==> src/rtl/ahb_i2c_pkg.sv <==
// ahb_i2c_pkg: shared AHB encodings, slave FSM states and transfer check
package ahb_i2c_pkg;

    typedef enum logic [1:0] {
        HTRANS_IDLE   = 2'b00,
        HTRANS_BUSY   = 2'b01,
        HTRANS_NONSEQ = 2'b10,
        HTRANS_SEQ    = 2'b11
    } htrans_e;

    typedef enum logic [1:0] {
        HRESP_OKAY  = 2'b00,
        HRESP_ERROR = 2'b01,
        HRESP_RETRY = 2'b10,
        HRESP_SPLIT = 2'b11
    } hresp_e;

    typedef enum logic [2:0] {
        HSIZE_BYTE = 3'b000,
        HSIZE_HALF = 3'b001,
        HSIZE_WORD = 3'b010
    } hsize_e;

    typedef enum logic [2:0] {
        ST_IDLE,
        ST_ACCESS,
        ST_DONE,
        ST_ERR1,
        ST_ERR2
    } state_e;

    // A transfer is usable by the byte-wide core only up to word size and word aligned
    function automatic logic xfer_ok(input logic [2:0] size, input logic [1:0] addr_lo);
        return (size <= HSIZE_WORD) && (addr_lo == 2'b00);
    endfunction

endpackage

==> src/rtl/ahb_slave_timer.sv <==
// ahb_slave_timer: counts enabled cycles and flags the last allowed one
module ahb_slave_timer
    import ahb_i2c_pkg::*;
#(
    parameter int TIMEOUT = 16
) (
    input  logic hclk,
    input  logic hreset,
    input  logic clear,
    input  logic enable,
    output logic expired
);

    localparam int CW = $clog2(TIMEOUT + 1);

    logic [CW-1:0] count;

    // count access cycles from zero; any non-access cycle clears
    always_ff @(posedge hclk) begin
        if (hreset || clear)
            count <= '0;
        else if (enable)
            count <= count + 1'b1;
    end

    assign expired = enable && (count == CW'(TIMEOUT - 1));

endmodule

==> src/rtl/ahb_i2c_slave_if.sv <==
// ahb_i2c_slave_if: AHB slave bridging word accesses onto a byte-wide I2C core register port
module ahb_i2c_slave_if
    import ahb_i2c_pkg::*;
#(
    parameter int AWIDTH  = 32,
    parameter int DWIDTH  = 32,
    parameter int TIMEOUT = 16
) (
    input  logic              hclk,
    input  logic              hreset,
    input  logic              hsel,
    input  logic [AWIDTH-1:0] haddr,
    input  logic [1:0]        htrans,
    input  logic              hwrite,
    input  logic [2:0]        hsize,
    input  logic [DWIDTH-1:0] hwdata,
    input  logic              hready,
    output logic              hreadyout,
    output logic [1:0]        hresp,
    output logic [DWIDTH-1:0] hrdata,
    output logic [2:0]        reg_addr,
    output logic [7:0]        reg_wdata,
    output logic              reg_we,
    output logic              reg_stb,
    input  logic [7:0]        reg_rdata,
    input  logic              ack
);

    state_e state, nxt;
    logic   take, good, expired, in_access;
    state_e accept_nxt;
    logic   unused_bits;

    assign unused_bits = ^{haddr[AWIDTH-1:5], hwdata[DWIDTH-1:8]};

    assign take       = hsel && hready && (htrans == HTRANS_NONSEQ || htrans == HTRANS_SEQ);
    assign good       = xfer_ok(hsize, haddr[1:0]);
    assign accept_nxt = take ? (good ? ST_ACCESS : ST_ERR1) : ST_IDLE;
    assign in_access  = (state == ST_ACCESS);
    assign reg_stb    = in_access;
    assign reg_wdata  = hwdata[7:0];

    ahb_slave_timer #(.TIMEOUT(TIMEOUT)) u_timer (
        .hclk    (hclk),
        .hreset  (hreset),
        .clear   (!in_access),
        .enable  (in_access),
        .expired (expired)
    );

    // next state and bus response; ack beats an expiring timer
    always_comb begin
        nxt       = ST_IDLE;
        hreadyout = 1'b1;
        hresp     = HRESP_OKAY;
        case (state)
            ST_IDLE, ST_DONE: nxt = accept_nxt;
            ST_ACCESS: begin
                hreadyout = 1'b0;
                nxt       = ack ? ST_DONE : (expired ? ST_ERR1 : ST_ACCESS);
            end
            ST_ERR1: begin
                hreadyout = 1'b0;
                hresp     = HRESP_ERROR;
                nxt       = ST_ERR2;
            end
            ST_ERR2: begin
                hresp = HRESP_ERROR;
                nxt   = accept_nxt;
            end
            default: nxt = ST_IDLE;
        endcase
    end

    // state, latched core address/direction and captured read byte
    always_ff @(posedge hclk) begin
        if (hreset) begin
            state    <= ST_IDLE;
            hrdata   <= '0;
            reg_addr <= '0;
            reg_we   <= 1'b0;
        end else begin
            state <= nxt;
            if (hreadyout && take && good) begin
                reg_addr <= haddr[4:2];
                reg_we   <= hwrite;
            end
            if (in_access && ack && !reg_we)
                hrdata <= {{(DWIDTH-8){1'b0}}, reg_rdata};
        end
    end

endmodule

==> config.mk <==
export PLATFORM = sky130hd
export DESIGN_NAME = ahb_i2c_slave_if
export DESIGN_NICKNAME = d
export VERILOG_FILES = /design/src/rtl/ahb_i2c_pkg.sv /design/src/rtl/ahb_slave_timer.sv /design/src/rtl/ahb_i2c_slave_if.sv
export SDC_FILE = /design/constraint.sdc
export NUM_CORES = 1
export LEC_CHECK = 0
export ABC_AREA = 1
export BUFFER_PORTS_ARGS = -buffer_cell sky130_fd_sc_hd__clkbuf_2
export CORE_ASPECT_RATIO = 1.25
export CORE_MARGIN = 8
export CORE_UTILIZATION = 34
export CTS_CLUSTER_SIZE = 8
export DETAILED_ROUTE_END_ITERATION = 6
export PLACE_DENSITY = 0.81
export SLEW_MARGIN = 20
export SYNTH_ARGS = -nofsm -noshare
export SYNTH_HDL_FRONTEND = slang
export SYNTH_HIERARCHICAL = 1
export SYNTH_SLANG_ARGS = --single-unit
==> constraint.sdc <==
create_clock -name hclk -period 1.8 [get_ports hclk]
set_input_delay 0.18 -clock hclk [delete_from_list [all_inputs] [get_ports hclk]]
set_output_delay 0.18 -clock hclk [all_outputs]
set_load 0.02 [all_outputs]
==> impl_metrics.json <==
{
  "multi_input_area_sq_um": 542,
  "area_delta_synth_final_pct": 7.18,
  "rows": 24,
  "initial_core_util": 0.353,
  "min_path_cells": 2,
  "rsz0062_at_grt": "false",
  "dp_hpwl_mm": 2.02,
  "grt_max_degree": 17,
  "core-area_sq_um": 3450,
  "rrSetupSlack_ns": 0.45,
  "synth-edff-count": 0,
  "vias": 987,
  "yosysMostFrequentCell": "nor2_1",
  "track_usage": 0.0798,
  "grt_overflow_total": 0,
  "fmax_ghz": 0.687,
  "register_area_sq_um": 400,
  "hold_path_end": "state[1]",
  "syn_area_per_cell_sq_um": 6.85,
  "worstHoldPathType": "input port to register",
  "cts_buffers": 3,
  "cts_tree": "done",
  "cp_max_fo": 13,
  "setup_viol": 0,
  "fin_tns_setup_ns": 0,
  "start_kind": "register",
  "cts.htree.levels": 1,
  "synth_top_area_frac": 0.328,
  "cts_resized": 0,
  "synth_cells": 178,
  "seq_power_share": 0.516,
  "synth_seq_cells": 20,
  "fin_crit_ns": 1.46,
  "whs_ns": 0.149,
  "insertion_delay_ns": 0.25,
  "rr_endpoint": "state[1]",
  "max_cap_viol_count": 0,
  "end_kind": "output pin",
  "grt_pass1_wl_mm": 4.04,
  "antenna_found_initial": 0,
  "p_int_w": 0.000639,
  "synth_common_cells": "nor2_1, buf_4, nand2_1",
  "reg2regPathDepth": 7,
  "cts.sinks": 20,
  "synth.largest_area_cell": "dfxtp_1",
  "pwr_density_cell_nw_per_um2": 673,
  "status": "completed",
  "first_iter_violations": 34,
  "clockBufferDepth": 2,
  "slew_violations": 0,
  "leakagePower_nw": 0.720,
  "p_sw_w": 0.000241,
  "gp_congestion": 0.711,
  "cp_cell_sequence": "inv_1, nor2_4, nand2_2, inv_2, clkbuf_2",
  "via_per_inst": 4.03,
  "diodes": 0,
  "dieArea_sq_um": 5770,
  "final_nets": 293,
  "rr_startpoint": "u_timer/count[0]",
  "crit_slowest_cell": "dfxtp_1",
  "yosysUniqueCellTypes": 21,
  "arrival_ns": 1.28,
  "fp.dieW_um": 69.6,
  "cts_setup_buffers": 0,
  "io_buffers": 37,
  "pwr-share-comb": 0.164,
  "fillers": 379,
  "fp.dieH_um": 83.0,
  "pin_count": 131,
  "drive_above_1_share": 0.238,
  "ant_nets": 0,
  "finalClockSkew_ns": 0.00227,
  "hold_path.startpoint": "hreset",
  "worstSetupPathType": "register to output pin",
  "syn_area_sq_um": 1220,
  "irDropWorstVdd_mv": 0.297,
  "swShare": 0.274,
  "yosys_warnings": 6,
  "path_clk_slew_ns": 0.07,
  "grt_pass1_vias": 964,
  "wl_mm": 2.32,
  "synthFlopType": "dfxtp_1",
  "final.period_utilization": 0.809,
  "clkPwrFrac": 0.320,
  "hold_viol": 0,
  "drc": 0,
  "slowest_delay_ns": 0.33,
  "wl_per_cell_um": 9.49,
  "synth.area.top_cells": "dfxtp_1, buf_4, nor2_1",
  "ys_seq_area_frac": 0.328,
  "required_ns": 1.62,
  "dr.pass1.iters": 3,
  "root_buffer": "clkbuf_8",
  "synthArstFlopShare": 0,
  "hold_buffers": 0
}
[stage by stage]
| step | util | worst slack (ns) | area [sq um] | instances | total power (W) |
|---|---|---|---|---|---|
| 4_1_cts | 0.379 | 0.336 | 1310 | 245 | 0.000894 |
| 6_report | 0.379 | 0.344 | 1310 | 245 | 0.000880 |
| 3_3_place_gp | 0.367 | 0.461 | 1270 | 242 | 0.000605 |
| 5_1_grt | 0.379 | 0.245 | 1310 | 245 | 0.000927 |
| 2_1_floorplan | - | 0.524 | 1310 | 202 | 0.000638 |
| 3_5_place_dp | 0.367 | 0.441 | 1270 | 242 | 0.000607 |
[worst max-delay path by stage]
stage	start	end	slack, ns	cells past startpoint
floorplan	u_timer/count[0]	state[1]	0.52	7
global placement	u_timer/count[0]	state[1]	0.46	7
detailed placement	u_timer/count[0]	state[1]	0.44	7
CTS	state[0]	reg_stb	0.34	5
global route	state[0]	reg_stb	0.25	5
finish	state[0]	reg_stb	0.34	5
[critical path, delay by kind of cell (launching register included)]
family,cells,cell delay [ns]
and+or+nand+nor,2,0.21
DFF,1,0.33
buffers and inverters,3,0.49
[layout make-up]
type                       count  share of cell area
sequential                    20               0.306
tap                           39              0.0373
timing repair buffer          37               0.142
multi-input combinational    122               0.414
clock buffer                   3              0.0316
inverter                      24              0.0689
[routing by layer]
layer  track usage  part of all wire  up-vias  routed length [um]
met5             0                 0        -                   0
met4        0.0262            0.0052        0                  12
met3        0.0536              0.15        2                 345
met2         0.131              0.46       41                1070
met1        0.0787              0.39      416                 896
li1              -                 -      528                   -
[kinds of logic after synthesis]
logic type / after synthesis / synth area share
other cells: 1 / 0.00307
buf+inv: 60 / 0.302
compound gates: 10 / 0.0410
simple gates: 85 / 0.306
flops: 20 / 0.328
fa+ha+maj: 2 / 0.0205
[power by group through the flow]
stage	sequential, W	clock [W]	combinational [W]
detailed placement	0.000465	0	0.000143
floorplan	0.000472	0	0.000167
global route	0.000455	0.000311	0.000161
global placement	0.000464	0	0.000141
CTS	0.000454	0.000296	0.000143
finish	0.000454	0.000282	0.000144
[sequential cells by signal, summed over array words and instances, names as in the netlist]
name and flops:
state 3, u_timer/count 5, hrdata 8, reg_we 1, reg_addr 3
[placed cells by master, fill, tap and decap left out]
master	count
nand2_1	32
nand2_2	2
nor2_8	1
dfxtp_1	20
nor2_1	35
o21ai_0	5
inv_1	22
nor3_1	1
a21oi_1	5
nand3_1	9
inv_2	2
nor2_4	1
ha_1	2
clkbuf_2	37
nor2_2	2
and3_1	1
conb_1	25
clkbuf_8	3
or2_4	1
No activity file was read; power rests on OpenSTA's default activity.
